--- config.mk ---
export PLATFORM = sky130hd
export DESIGN_NAME = data_island_multi_packet_serializer_flat
export DESIGN_NICKNAME = d
export VERILOG_FILES = /design/src/rtl/data_island_multi_packet_serializer_if.sv /design/src/rtl/data_island_multi_packet_serializer.sv /design/src/flat_wrapper.sv
export SDC_FILE = /design/constraint.sdc
export NUM_CORES = 1
export LEC_CHECK = 0
export CAP_MARGIN = 30
export CORE_ASPECT_RATIO = 1.75
export CORE_UTILIZATION = 58
export CTS_CLUSTER_DIAMETER = 60
export CTS_CLUSTER_SIZE = 24
export DETAILED_ROUTE_END_ITERATION = 10
export PLACE_DENSITY = 0.86
export SYNTH_ARGS = -nofsm -noshare
export SYNTH_HDL_FRONTEND = slang
export SYNTH_SLANG_ARGS = --single-unit
--- constraint.sdc ---
create_clock -name clock -period 6.9 [get_ports clock]
set_input_delay 1.035 -clock clock [delete_from_list [all_inputs] [get_ports clock]]
set_output_delay 1.035 -clock clock [all_outputs]
set_load 0.03 [all_outputs]
--- src/rtl/data_island_multi_packet_serializer_if.sv ---
// Packet bus between an infoframe/audio packet scheduler and the data island
// serializer. A packet moves on a rising edge where packetValid && packetReady.
interface data_island_multi_packet_serializer_if;
    logic         packetValid;
    logic         packetReady;
    logic [23:0]  header;      // HB0..HB2, bit 0 sent first
    logic [223:0] subpackets;  // SB0 = [55:0] ... SB3 = [223:168]

    modport master (
        output packetValid,
        output header,
        output subpackets,
        input  packetReady
    );

    modport slave (
        input  packetValid,
        input  header,
        input  subpackets,
        output packetReady
    );
endinterface

--- src/rtl/data_island_multi_packet_serializer.sv ---
// HDMI data island serializer: lead guard band, N packets of 32 clocks each,
// trail guard band. Produces the TERC4 nibble streams with the header and
// subpacket BCH ECC computed on acceptance. A null packet is substituted
// (and underrun flagged) when no packet is offered at a slot boundary.
module data_island_multi_packet_serializer #(
    parameter int unsigned MAX_PACKETS  = 18,
    parameter int unsigned GUARD_CYCLES = 2
) (
    input  logic                               clock,
    input  logic                               resetN,
    input  logic                               islandStart,
    input  logic [$clog2(MAX_PACKETS+1)-1:0]   packetCount,
    input  logic                               hsync,
    input  logic                               vsync,
    data_island_multi_packet_serializer_if.slave pkt,
    output logic [3:0]                         terc4channel0,
    output logic [3:0]                         terc4channel1,
    output logic [3:0]                         terc4channel2,
    output logic                               isGuard,
    output logic                               isDataIsland,
    output logic                               busy,
    output logic                               underrun
);

    localparam int unsigned CNT_W = $clog2(MAX_PACKETS + 1);
    localparam int unsigned GRD_W = $clog2(GUARD_CYCLES + 1);
    localparam logic [CNT_W-1:0] CNT_MAX    = CNT_W'(MAX_PACKETS);
    localparam logic [CNT_W-1:0] CNT_ONE    = CNT_W'(1);
    localparam logic [GRD_W-1:0] GUARD_LAST = GRD_W'(GUARD_CYCLES - 1);
    localparam logic [GRD_W-1:0] GUARD_ONE  = GRD_W'(1);

    typedef enum logic [1:0] {
        IDLE,
        LEAD_GUARD,
        PACKET,
        TRAIL_GUARD
    } state_t;

    state_t                 state_q, state_d;
    logic [GRD_W-1:0]       guard_q, guard_d;
    logic [4:0]             clk_cnt_q, clk_cnt_d;
    logic [CNT_W-1:0]       slot_q, slot_d;
    logic [CNT_W-1:0]       count_q, count_d;
    logic [23:0]            hdr_q, hdr_d;
    logic [7:0]             hecc_q, hecc_d;
    logic [3:0][55:0]       sb_q, sb_d;
    logic [3:0][7:0]        secc_q, secc_d;
    logic                   underrun_q, underrun_d;

    logic [3:0]             ch0_q, ch0_d;
    logic [3:0]             ch1_q, ch1_d;
    logic [3:0]             ch2_q, ch2_d;
    logic                   is_guard_q, is_guard_d;
    logic                   is_island_q, is_island_d;
    logic                   busy_q, busy_d;
    logic                   packet_ready_q, packet_ready_d;

    logic                   accept;
    logic [31:0]            hdr_lane;
    logic [63:0]            sb_lane;

    // BCH ECC over the first nbits of data, LSB first, polynomial 0x83.
    function automatic logic [7:0] bch_ecc(input logic [55:0] data, input int unsigned nbits);
        logic [7:0] ecc;
        logic       f;
        ecc = '0;
        for (int unsigned i = 0; i < 56; i++) begin
            if (i < nbits) begin
                f   = ecc[0] ^ data[i];
                ecc = (ecc >> 1) ^ (f ? 8'h83 : 8'h00);
            end
        end
        return ecc;
    endfunction

    // packetReady is a registered pulse, so the handshake completes on the
    // edge right after it is seen high.
    assign accept = packet_ready_q;

    // Island sequencing and packet capture for the next cycle.
    always_comb begin
        state_d    = state_q;
        guard_d    = guard_q;
        clk_cnt_d  = clk_cnt_q;
        slot_d     = slot_q;
        count_d    = count_q;
        underrun_d = underrun_q;
        hdr_d      = hdr_q;
        hecc_d     = hecc_q;
        sb_d       = sb_q;
        secc_d     = secc_q;

        case (state_q)
            IDLE: begin
                if (islandStart && (packetCount != '0) && (packetCount <= CNT_MAX)) begin
                    state_d    = LEAD_GUARD;
                    guard_d    = '0;
                    count_d    = packetCount;
                    underrun_d = 1'b0;
                end
            end
            LEAD_GUARD: begin
                if (guard_q == GUARD_LAST) begin
                    state_d   = PACKET;
                    clk_cnt_d = '0;
                    slot_d    = '0;
                end else begin
                    guard_d = guard_q + GUARD_ONE;
                end
            end
            PACKET: begin
                if (clk_cnt_q == 5'd31) begin
                    clk_cnt_d = '0;
                    if (slot_q == count_q - CNT_ONE) begin
                        state_d = TRAIL_GUARD;
                        guard_d = '0;
                    end else begin
                        slot_d = slot_q + CNT_ONE;
                    end
                end else begin
                    clk_cnt_d = clk_cnt_q + 5'd1;
                end
            end
            TRAIL_GUARD: begin
                if (guard_q == GUARD_LAST) begin
                    state_d = IDLE;
                end else begin
                    guard_d = guard_q + GUARD_ONE;
                end
            end
            default: state_d = IDLE;
        endcase

        if (accept) begin
            hdr_d = pkt.packetValid ? pkt.header : '0;
            for (int unsigned k = 0; k < 4; k++) begin
                sb_d[k] = pkt.packetValid ? pkt.subpackets[k*56 +: 56] : '0;
            end
            hecc_d = bch_ecc({32'h0, hdr_d}, 24);
            for (int unsigned k = 0; k < 4; k++) begin
                secc_d[k] = bch_ecc(sb_d[k], 56);
            end
            if (!pkt.packetValid) begin
                underrun_d = 1'b1;
            end
        end
    end

    // Output values for the cycle the next state describes, so every output
    // is a flop yet lines up with the state it reports.
    always_comb begin
        ch0_d          = {2'b00, vsync, hsync};
        ch1_d          = '0;
        ch2_d          = '0;
        is_guard_d     = 1'b0;
        is_island_d    = 1'b0;
        packet_ready_d = 1'b0;
        busy_d         = (state_d != IDLE);
        hdr_lane       = {hecc_d, hdr_d};
        sb_lane        = '0;

        case (state_d)
            LEAD_GUARD: begin
                ch0_d[3:2]     = 2'b11;
                is_guard_d     = 1'b1;
                packet_ready_d = (guard_d == GUARD_LAST);
            end
            TRAIL_GUARD: begin
                ch0_d[3:2] = 2'b11;
                is_guard_d = 1'b1;
            end
            PACKET: begin
                is_island_d    = 1'b1;
                ch0_d[2]       = hdr_lane[clk_cnt_d];
                ch0_d[3]       = !((slot_d == '0) && (clk_cnt_d == '0));
                for (int unsigned k = 0; k < 4; k++) begin
                    sb_lane  = {secc_d[k], sb_d[k]};
                    ch1_d[k] = sb_lane[{clk_cnt_d, 1'b0}];
                    ch2_d[k] = sb_lane[{clk_cnt_d, 1'b1}];
                end
                packet_ready_d = (clk_cnt_d == 5'd31) && (slot_d != count_q - CNT_ONE);
            end
            default: ;
        endcase
    end

    // State, held packet and registered outputs.
    always_ff @(posedge clock or negedge resetN) begin
        if (!resetN) begin
            state_q        <= IDLE;
            guard_q        <= '0;
            clk_cnt_q      <= '0;
            slot_q         <= '0;
            count_q        <= '0;
            hdr_q          <= '0;
            hecc_q         <= '0;
            sb_q           <= '0;
            secc_q         <= '0;
            underrun_q     <= 1'b0;
            ch0_q          <= '0;
            ch1_q          <= '0;
            ch2_q          <= '0;
            is_guard_q     <= 1'b0;
            is_island_q    <= 1'b0;
            busy_q         <= 1'b0;
            packet_ready_q <= 1'b0;
        end else begin
            state_q        <= state_d;
            guard_q        <= guard_d;
            clk_cnt_q      <= clk_cnt_d;
            slot_q         <= slot_d;
            count_q        <= count_d;
            hdr_q          <= hdr_d;
            hecc_q         <= hecc_d;
            sb_q           <= sb_d;
            secc_q         <= secc_d;
            underrun_q     <= underrun_d;
            ch0_q          <= ch0_d;
            ch1_q          <= ch1_d;
            ch2_q          <= ch2_d;
            is_guard_q     <= is_guard_d;
            is_island_q    <= is_island_d;
            busy_q         <= busy_d;
            packet_ready_q <= packet_ready_d;
        end
    end

    assign terc4channel0   = ch0_q;
    assign terc4channel1   = ch1_q;
    assign terc4channel2   = ch2_q;
    assign isGuard         = is_guard_q;
    assign isDataIsland    = is_island_q;
    assign busy            = busy_q;
    assign underrun        = underrun_q;
    assign pkt.packetReady = packet_ready_q;

endmodule

--- src/flat_wrapper.sv ---
// flat-port wrapper written by rule: the top's interface ports become plain ports
module data_island_multi_packet_serializer_flat 
#(
    parameter int unsigned MAX_PACKETS  = 18,
    parameter int unsigned GUARD_CYCLES = 2
)
  (clock, resetN, islandStart, packetCount, hsync, vsync, terc4channel0, terc4channel1, terc4channel2, isGuard, isDataIsland, busy, underrun, pkt_packetValid, pkt_header, pkt_subpackets, pkt_packetReady);
  data_island_multi_packet_serializer_if pkt_i ();
  input  logic clock;
  input  logic resetN;
  input  logic islandStart;
  input  logic [$clog2(MAX_PACKETS+1)-1:0] packetCount;
  input  logic hsync;
  input  logic vsync;
  output logic [3:0] terc4channel0;
  output logic [3:0] terc4channel1;
  output logic [3:0] terc4channel2;
  output logic isGuard;
  output logic isDataIsland;
  output logic busy;
  output logic underrun;
  input wire logic [$bits(pkt_i.packetValid)-1:0] pkt_packetValid;
  input wire logic [$bits(pkt_i.header)-1:0] pkt_header;
  input wire logic [$bits(pkt_i.subpackets)-1:0] pkt_subpackets;
  output wire logic [$bits(pkt_i.packetReady)-1:0] pkt_packetReady;
  assign pkt_i.packetValid = pkt_packetValid;
  assign pkt_i.header = pkt_header;
  assign pkt_i.subpackets = pkt_subpackets;
  assign pkt_packetReady = pkt_i.packetReady;
  data_island_multi_packet_serializer #(.MAX_PACKETS(MAX_PACKETS), .GUARD_CYCLES(GUARD_CYCLES)) u_core (.clock(clock), .resetN(resetN), .islandStart(islandStart), .packetCount(packetCount), .hsync(hsync), .vsync(vsync), .pkt(pkt_i), .terc4channel0(terc4channel0), .terc4channel1(terc4channel1), .terc4channel2(terc4channel2), .isGuard(isGuard), .isDataIsland(isDataIsland), .busy(busy), .underrun(underrun));
endmodule
==> results.ini <==
[yosys]
yosysUniqueCellTypes = 62
synth_area_leader_cell = dfrtp_1
synth_nets = 2402
synthCells = 2130
synth_area_mm2 = 0.02340
synth_area_leaders = dfrtp_1, xnor2_1, xnor3_1
yosys.area.top_type_share_pct = 34.54
synth_edf_count = 0
synthArstFlopShare_pct = 100.0
yosys_warnings = 0
ys_ff_latch = 323
synth.yosys.seq_area_share_pct = 34.54
ys.flop_type = dfrtp_1
synth.avg_cell_area_um2 = 10.99

[finish]
drive_above_1_share_pct = 5.577
syn2layout_area_growth_pct = 16.78
nets = 2588
diodes = 0
n_fill_cell = 2929

[clocking]
cts_buffers = 22
clk_latency_ps = 570
cts_resized = 0
cts.sinks = 323
htreeDepth = 1
clk_pin_slew_ps = 100
root_buffer = clkbuf_16
cts_tree = yes
post_cts_buffers = 0
hold_buffers = 0
clk_path_buf_depth = 3

[sta]
finalCritPeriodShare_pct = 80.60
slew_headroom_pct = 36.84
setup_viol = 0
final.setup.tns_ps = 0
skew_ps = 22.64
hold_violations = 0
slew_violations = 0
min_period_ps = 5561
worstMarginPinSlew_ps = 947.3
rsz0062_at_grt = no
max_freq_ghz = 0.1798

[placement]
finalWeightedCongestion = 0.9557
hpwl_mm = 50.67
io_buffer_count = 275

[run]
cap_violations = 0

[worst_setup_path]
path_max_fanout = 4
critPathLaunchType = primary input
end_kind = flip-flop
critical_path_required_ps = 7370
arrival_ps = 6030
critical_path_class = primary input to flip-flop

[global_routing]
antenna_found_initial = 1
grt_pass1_vias = 19030
grt_remaining_overflow = 0
grt.total_usage_pct = 34.69
grt_pass1_wl_mm = 109.0
grt_max_degree = 165

[die]
design.core.area_mm2 = 0.03993
ioPinCount = 276
dieWidth_um = 153.9
start_util_pct = 58.61
rows = 97
die_area_mm2 = 0.04119
die_h_um = 267.7

[routing]
drt_iter0_drc = 1335
drc = 0
drt_first_pass_iters = 6
via_per_inst = 6.268
post_drt_wl_per_cell_um = 24.94
ant_nets = 0
vias = 17710
routed_wl_mm = 70.47

[hold_path]
hold_class = primary input to async pin

[run_status]
status = finished, final reports clean

==> cell families (layout without fill, tap and decap cells) <==
logic type / after synthesis / count (layout) / share of synthesized area [%]
compound gates: 478 / 478 / 15.72
xor+xnor: 664 / 664 / 34.31
fa+ha+maj: 13 / 13 / 0.6950
buf+inv: 161 / 362 / 2.604
flops: 323 / 323 / 34.54
mux: 109 / 109 / 4.833
simple gates: 382 / 382 / 7.298
==> per-stage QoR <==
stage | setup slack (ps) | instance area [um2] | utilization, % | std cells | hold WS (ps)
floorplan | 1655 | 23400 | - | 2130 | 448.8
global placement | 952.6 | 26550 | 66.49 | 2787 | 464.9
detailed placement | 784.4 | 26550 | 66.49 | 2787 | 471.4
CTS | 1361 | 27330 | 68.45 | 2826 | 481.3
global route | 1049 | 27330 | 68.45 | 2826 | 500.3
finish | 1339 | 27330 | 68.45 | 2826 | 433.7
==> area by class of cell <==
class	instances	area, um2	share of cell area (%)
multi-input combinational	1646	14730	53.90
sequential	323	8084	29.58
timing repair buffer	303	3028	11.08
tap	495	619.3	2.266
clock buffer	26	616.8	2.257
clock inverter	13	166.4	0.6089
inverter	20	85.08	0.3113
==> sequential cells by signal, summed over array words and instances (netlist names), 4 cells and up <==
name	count
u_core.terc4channel0	4
u_core.terc4channel1	4
u_core.secc_q	32
u_core.hdr_q	24
u_core.slot_q	5
u_core.hecc_q	8
u_core.terc4channel2	4
u_core.clk_cnt_q	5
u_core.count_q	5
u_core.sb_q	224
==> layout by cell type (no fill, tap or decap), drive strengths merged, types with 11 or more instances in the layout <==
| cell | n |
|---|---|
| nand2 | 188 |
| inv | 22 |
| mux2i | 77 |
| mux2 | 32 |
| nor2 | 76 |
| o211ai | 66 |
| xnor2 | 362 |
| o311ai | 11 |
| nand2b | 47 |
| o21ai | 43 |
| clkbuf | 26 |
| a31oi | 11 |
| buf | 30 |
| xor2 | 150 |
| a22o | 235 |
| nand3 | 15 |
| xor3 | 28 |
| clkdlybuf4s50 | 273 |
| ha | 13 |
| xnor3 | 124 |
| nor3 | 20 |
| a21oi | 57 |
| dfrtp | 323 |
==> critical path, cell delays in order <==
cell and delay, ps:
clkdlybuf4s50_1 580, xnor3_1 390, xnor3_1 450, xnor3_1 530
xnor3_1 280, xnor2_1 200, nand2_1 120, xnor2_2 330
xnor3_1 450, xor2_1 380, xnor3_1 530, xnor2_1 160
or3_1 340, a32o_1 260
==> synthesized netlist by cell type (27+ instances only) <==
library cell  number
a21oi_1           57
a22o_1           235
buf_1             29
clkbuf_1         108
dfrtp_1          323
mux2_2            32
mux2i_1           77
nand2_1          188
nand2b_1          45
nor2_1            76
o211ai_1          66
o21ai_0           43
xnor2_1          358
xnor3_1          118
xor2_1           145
xor3_1            27
==> routing by layer <==
metal	up-vias	track usage, %	wire length [um]
li1	7881	-	-
met1	8805	38.42	25230
met2	786	62.74	36560
met3	239	4.370	3707
met4	2	22.38	4950
met5	-	0	16
==> final timing paths <==
| path | from | end | slack, ps | cells after the start |
|---|---|---|---|---|
| max | pkt_subpackets[173] | u_core.terc4channel1[3] | 1340 | 14 |
| min | resetN | u_core.count_q[2] | 430 | 1 |
| max reg2reg | u_core.clk_cnt_q[0] | u_core.terc4channel2[2] | 2210 | 14 |
| min reg2reg | u_core.secc_q[18] | u_core.secc_q[18] | 500 | 2 |
| max in group asynchronous | resetN | u_core.sb_q[190] | 5020 | 2 |
| min in group clock | u_core.secc_q[18] | u_core.secc_q[18] | 500 | 2 |
Power is not shown: default switching activity piles up to over one toggle a cycle in this logic, so the estimate is an artifact.
